`config.mk`:
```
export PLATFORM = sky130hd
export DESIGN_NAME = truth_table_sweeper_flat
export DESIGN_NICKNAME = d
export VERILOG_FILES = /design/src/rtl/truth_table_sweeper_if.sv /design/src/rtl/truth_table_sweeper.sv /design/src/flat_wrapper.sv
export SDC_FILE = /design/constraint.sdc
export NUM_CORES = 1
export LEC_CHECK = 0
export BUFFER_PORTS_ARGS = -buffer_cell sky130_fd_sc_hd__buf_2
export CORE_MARGIN = 1
export CORE_UTILIZATION = 49
export DETAILED_ROUTE_END_ITERATION = 10
export PLACE_DENSITY = 0.79
export SYNTH_ARGS = -nofsm -noshare
export SYNTH_HDL_FRONTEND = slang
export SYNTH_SLANG_ARGS = --single-unit
```
`constraint.sdc`:
```
create_clock -name clock -period 3.2 [get_ports clock]
set_input_delay 0 -clock clock [delete_from_list [all_inputs] [get_ports clock]]
set_output_delay 0 -clock clock [all_outputs]
set_load 0.02 [all_outputs]
```
`src/rtl/truth_table_sweeper_if.sv`:
```
// truth_table_sweeper_if: start/result handshake plus the function-block input/output bus
interface truth_table_sweeper_if #(parameter int NUM_IMPL = 4);
  logic                start;
  logic                pause;
  logic [3:0]          vector;
  logic [NUM_IMPL-1:0] impl_out;
  logic                busy;
  logic                done;
  logic                pass;
  logic [4:0]          err_count;
  logic [NUM_IMPL-1:0] fail_mask;
  logic [3:0]          first_fail_vec;
  logic [NUM_IMPL-1:0] first_fail_mask;
  modport master (
    output start, pause, impl_out,
    input  vector, busy, done, pass, err_count, fail_mask, first_fail_vec, first_fail_mask
  );
  modport slave (
    input  start, pause, impl_out,
    output vector, busy, done, pass, err_count, fail_mask, first_fail_vec, first_fail_mask
  );
endinterface

```
`src/rtl/truth_table_sweeper.sv`:
```
// truth_table_sweeper: sweeps all 16 input vectors and checks parallel implementations against a golden table
module truth_table_sweeper #(
  parameter int          NUM_IMPL = 4,
  parameter logic [15:0] TRUTH    = 16'h24D5
) (
  input logic clock,
  input logic reset,
  truth_table_sweeper_if.slave bus
);
  typedef enum logic [1:0] {IDLE, SWEEP, DONE} state_t;
  state_t              state_q, state_d;
  logic [3:0]          vec_q, vec_d;
  logic [4:0]          err_q, err_d;
  logic [NUM_IMPL-1:0] fm_q, fm_d;
  logic [3:0]          ffv_q, ffv_d;
  logic [NUM_IMPL-1:0] ffm_q, ffm_d;
  logic                pass_q, pass_d;
  logic [NUM_IMPL-1:0] mism;
  assign mism = bus.impl_out ^ {NUM_IMPL{TRUTH[vec_q]}};
  // next state: clear results on start, accumulate mismatches per unpaused sweep cycle, latch pass on the last vector
  always_comb begin
    state_d = state_q;
    vec_d   = vec_q;
    err_d   = err_q;
    fm_d    = fm_q;
    ffv_d   = ffv_q;
    ffm_d   = ffm_q;
    pass_d  = pass_q;
    case (state_q)
      IDLE: if (bus.start) begin
        state_d = SWEEP;
        vec_d   = '0;
        err_d   = '0;
        fm_d    = '0;
        ffv_d   = '0;
        ffm_d   = '0;
        pass_d  = 1'b0;
      end
      SWEEP: if (!bus.pause) begin
        if (mism != '0) begin
          err_d = err_q + 5'(err_q != 5'd16);
          fm_d  = fm_q | mism;
          ffv_d = (fm_q == '0) ? vec_q : ffv_q;
          ffm_d = (fm_q == '0) ? mism  : ffm_q;
        end
        vec_d = vec_q + 4'd1;
        if (vec_q == 4'd15) begin
          state_d = DONE;
          pass_d  = (err_d == 5'd0);
        end
      end
      DONE:    state_d = IDLE;
      default: state_d = IDLE;
    endcase
  end
  // state and result registers, cleared asynchronously
  always_ff @(posedge clock or posedge reset) begin
    if (reset) begin
      state_q <= IDLE;
      vec_q   <= '0;
      err_q   <= '0;
      fm_q    <= '0;
      ffv_q   <= '0;
      ffm_q   <= '0;
      pass_q  <= 1'b0;
    end else begin
      state_q <= state_d;
      vec_q   <= vec_d;
      err_q   <= err_d;
      fm_q    <= fm_d;
      ffv_q   <= ffv_d;
      ffm_q   <= ffm_d;
      pass_q  <= pass_d;
    end
  end
  assign bus.vector          = vec_q;
  assign bus.busy            = (state_q == SWEEP);
  assign bus.done            = (state_q == DONE);
  assign bus.pass            = pass_q;
  assign bus.err_count       = err_q;
  assign bus.fail_mask       = fm_q;
  assign bus.first_fail_vec  = ffv_q;
  assign bus.first_fail_mask = ffm_q;
endmodule

```
`src/flat_wrapper.sv`:
```
// flat-port wrapper written by rule: the top's interface ports become plain ports
module truth_table_sweeper_flat 
#(
  parameter int          NUM_IMPL = 4,
  parameter logic [15:0] TRUTH    = 16'h24D5
)
  (clock, reset, bus_start, bus_pause, bus_impl_out, bus_vector, bus_busy, bus_done, bus_pass, bus_err_count, bus_fail_mask, bus_first_fail_vec, bus_first_fail_mask);
  truth_table_sweeper_if #(.NUM_IMPL(NUM_IMPL)) bus_i ();
  input logic clock;
  input logic reset;
  input wire logic [$bits(bus_i.start)-1:0] bus_start;
  input wire logic [$bits(bus_i.pause)-1:0] bus_pause;
  input wire logic [$bits(bus_i.impl_out)-1:0] bus_impl_out;
  output wire logic [$bits(bus_i.vector)-1:0] bus_vector;
  output wire logic [$bits(bus_i.busy)-1:0] bus_busy;
  output wire logic [$bits(bus_i.done)-1:0] bus_done;
  output wire logic [$bits(bus_i.pass)-1:0] bus_pass;
  output wire logic [$bits(bus_i.err_count)-1:0] bus_err_count;
  output wire logic [$bits(bus_i.fail_mask)-1:0] bus_fail_mask;
  output wire logic [$bits(bus_i.first_fail_vec)-1:0] bus_first_fail_vec;
  output wire logic [$bits(bus_i.first_fail_mask)-1:0] bus_first_fail_mask;
  assign bus_i.start = bus_start;
  assign bus_i.pause = bus_pause;
  assign bus_i.impl_out = bus_impl_out;
  assign bus_vector = bus_i.vector;
  assign bus_busy = bus_i.busy;
  assign bus_done = bus_i.done;
  assign bus_pass = bus_i.pass;
  assign bus_err_count = bus_i.err_count;
  assign bus_fail_mask = bus_i.fail_mask;
  assign bus_first_fail_vec = bus_i.first_fail_vec;
  assign bus_first_fail_mask = bus_i.first_fail_mask;
  truth_table_sweeper #(.NUM_IMPL(NUM_IMPL), .TRUTH(TRUTH)) u_core (.clock(clock), .reset(reset), .bus(bus_i));
endmodule
```
==> metrics.md <==
| Metric | Value |
|---|---|
| Wire length per cell | 14.3 um |
| GRT Total Usage | 22.0% |
| Fin. Hold Viols | 0 |
| Max Clock Freq | 427 MHz |
| Ys Warns | 0 |
| Vias in the first global route | 1041 |
| Hold path cells | 3 |
| Share of the synthesized area in the top cell type | 47.5% |
| Number of CTS-inserted buffers | 3 |
| Die Span X | 52.8 um |
| Cell taking the most area after synthesis | dfrtp_1 |
| Setup crit start kind | register |
| Commonest cells after routing, fill and taps aside | buf_2 (31), dfrtp_1 (24), nor2_1 (10), inv_1 (8), nand2_1 (8) |
| R2R Setup Slk | 0.86 ns |
| Synth area leaders | dfrtp_1 (47%), ha_1 (6.9%), a22o_1 (4.8%) |
| Worst rel slew slack | 39.6% |
| CP Data Arrival Time | 2.57 ns |
| Final GP Congestion | 0.853 |
| Routed wire length | 2610 um |
| CTS max path bufs | 2 |
| Synth Net Count | 133 |
| Share of layout cells above drive strength 1 | 30.7% |
| Die area | 2790 um2 |
| Clock transition at the registers of the reported paths | 0.13 ns |
| Hold path start | bus_pause |
| Synth Area per Inst | 10.7 um2 |
| R2R cell count | 7 |
| Commonest non-fill, non-tap cell in the layout | buf_2 |
| Worst R2R Start | u_core.bus.vector[0]$_DFFE_PP0P_ |
| RR Endpoint | u_core.bus.pass$_DFFE_PP0P_ |
| Synth Cell Area | 1260 um2 |
| # Max-Cap Violations | 0 |
| Postcts setup bufs | 0 |
| Largest net degree at the start of global routing | 25 |
| Max Slew Vio Count | 0 |
| Initial Utilization | 51.5% |
| I/O Buffers | 31 |
| Congestion Overflow GR | 0 |
| Area growth from synthesis to layout | 18.0% |
| Worst skew pair latency | 0.31 ns |
| Cell Pwr Density | 891 nW/um2 |
| DR pass1 iterations | 4 |
| First-pass GRT wire length | 4530 um |
| Root buffer cell | clkbuf_4 |
| Synth Register Bits | 24 |
| # IOs | 32 |
| Antenna violations before repair | 0 |
| Worst VDD drop | 0.000478 V |
| Cts repair resizes | 0 |
| Hold buffer count at CTS | 2 |
| CTS tree | built |
| Crit Path Category | reg -> reg |
| Number of diodes | 0 |
| # rows | 18 |
| Setup crit end kind | register |
| Synthesized instance count | 118 |
| Hold WS | 0.0150 ns |
| Vias per cell | 5.62 |
| Clock sink count | 24 |
| Final setup fails | 0 |
| CP Max Fanout | 10 |
| Post-route ant nets | 0 |
| Leak Pwr | 0.710 nW |
| Final Cell Area | 1490 um2 |
| Layout Skew | 0.0104 ns |
| Die Y | 52.8 um |
| Detailed Place HPWL | 2020 um |
| Final worst-path cycle share | 73.1% |
| First DRT Iteration DRCs | 16 |
| Via count | 1029 |
| H-tree depth | 1 |
| WHS Endpoint | u_core.state_q[0]$_DFFE_PP0P_ |
| Core ar. | 2450 um2 |
| Period minus WS final | 2.34 ns |
| Fin Setup TNS | 0 ns |
| DR DRC count | 0 |
| Worst Max-Slew Pin Slew | 0.905 ns |
| Outcome | completed |
| Post-synthesis sequential area ratio | 47.5% |
| Netlist cell types | 33 |
| Worst min path class | in -> reg |
| Placed Area | 1450 um2 |
| Critical path required time | 3.43 ns |
| Final Net Count | 170 |
| RSZ-0062 raised after global routing | no |
-- cell usage after synthesis --
library cell and instances:
nand4_1 3, a21oi_1 2, ha_1 7, nor2_1 10, nor4b_2 1, a31oi_1 1, o21ba_2 3, mux2i_4 1
a22o_1 7, or2_2 2, clkbuf_1 1, o22ai_1 1, inv_1 8, nor3b_1 1, xor2_1 6, a22o_2 1
nand3_1 3, nand2b_1 1, o31ai_1 4, buf_6 1, and4_1 1, nor2_2 1, o21ai_0 7, nor2b_1 1
nor4_1 3, mux4_2 1, and2_1 1, nand2_1 8, nor3b_2 1, dfrtp_1 24, xnor2_1 3, nor3_1 2
and2_2 1
-- final cells by class --
cell class / instances / area, um2
Fill cell: 222 / 962
Tap cell: 30 / 37.5
Sequential cell: 24 / 601
Multi-Input combinational cell: 84 / 619
Clock buffer: 3 / 22.5
Timing Repair Buffer: 34 / 183
Inverter: 8 / 30.0
-- per-stage QoR --
stage	utilization (%)	std cells	power, mW	worst slack (ns)
after global routing	60.8	183	1.44	0.645
after detailed placement	59.1	178	1.21	0.848
final	60.8	183	1.33	0.860
after global placement	59.1	178	1.18	0.977
after CTS	60.8	183	1.34	0.842
after floorplan	-	118	1.00	0.937
-- worst max-delay path, cell delays in order, from the launching register on --
cell,delay [ns]
dfrtp_1,0.53
ha_1,0.20
inv_1,0.04
mux4_2,0.57
mux2i_4,0.32
nor4b_2,0.25
o21ai_0,0.13
o31ai_1,0.23
-- flip-flops by register name, indices dropped and copies added, names as in the netlist --
register and flops:
u_core.bus.err_count 5, u_core.bus.fail_mask 4, u_core.bus.first_fail_mask 4, u_core.bus.first_fail_vec 4, u_core.bus.vector 4, u_core.state_q 2, u_core.bus.pass 1
-- routing by layer --
metal | track usage [%] | up-vias | part of all wire [%]
met5 | 0 | - | 0
met4 | 10.1 | 0 | 1.8
met3 | 3.48 | 8 | 4.7
met2 | 38.2 | 32 | 50
met1 | 26.4 | 497 | 44
li1 | - | 492 | -
-- logic make-up (layout without fill, tap and decap cells) --
| family | after synthesis | in the layout | share of synthesized area, % |
|---|---|---|---|
| AND/OR/NAND/NOR | 40 | 40 | 17.3 |
| AO/OA/AOI/OAI | 26 | 26 | 14.9 |
| flip-flops | 24 | 24 | 47.5 |
| buffers and inverters | 10 | 45 | 3.56 |
| XOR/XNOR | 9 | 9 | 6.23 |
| adder cells (fa/ha/maj) | 7 | 7 | 6.92 |
| multiplexers | 2 | 2 | 3.56 |
-- how the worst max path moves through the flow --
stage | from | to | slack [ns] | depth (start not counted)
6_report | u_core.bus.vector[0]$_DFFE_PP0P_ | u_core.bus.pass$_DFFE_PP0P_ | 0.86 | 7
5_1_grt | u_core.bus.vector[0]$_DFFE_PP0P_ | u_core.bus.pass$_DFFE_PP0P_ | 0.65 | 7
4_1_cts | u_core.bus.vector[0]$_DFFE_PP0P_ | u_core.bus.pass$_DFFE_PP0P_ | 0.84 | 8
3_5_place_dp | u_core.bus.vector[0]$_DFFE_PP0P_ | u_core.bus.pass$_DFFE_PP0P_ | 0.85 | 8
3_3_place_gp | u_core.bus.vector[0]$_DFFE_PP0P_ | u_core.bus.first_fail_vec[2]$_DFFE_PP0P_ | 0.98 | 8
2_1_floorplan | u_core.bus.vector[0]$_DFFE_PP0P_ | u_core.bus.first_fail_vec[0]$_DFFE_PP0P_ | 0.94 | 7
-- power by group --
part	switching, mW	internal [mW]	leakage [nW]
Combinational	0.405	0.273	0.403
Clock	0.0872	0.0440	0.0138
Sequential	0.119	0.402	0.293
Power figures use the tool's default switching activity.
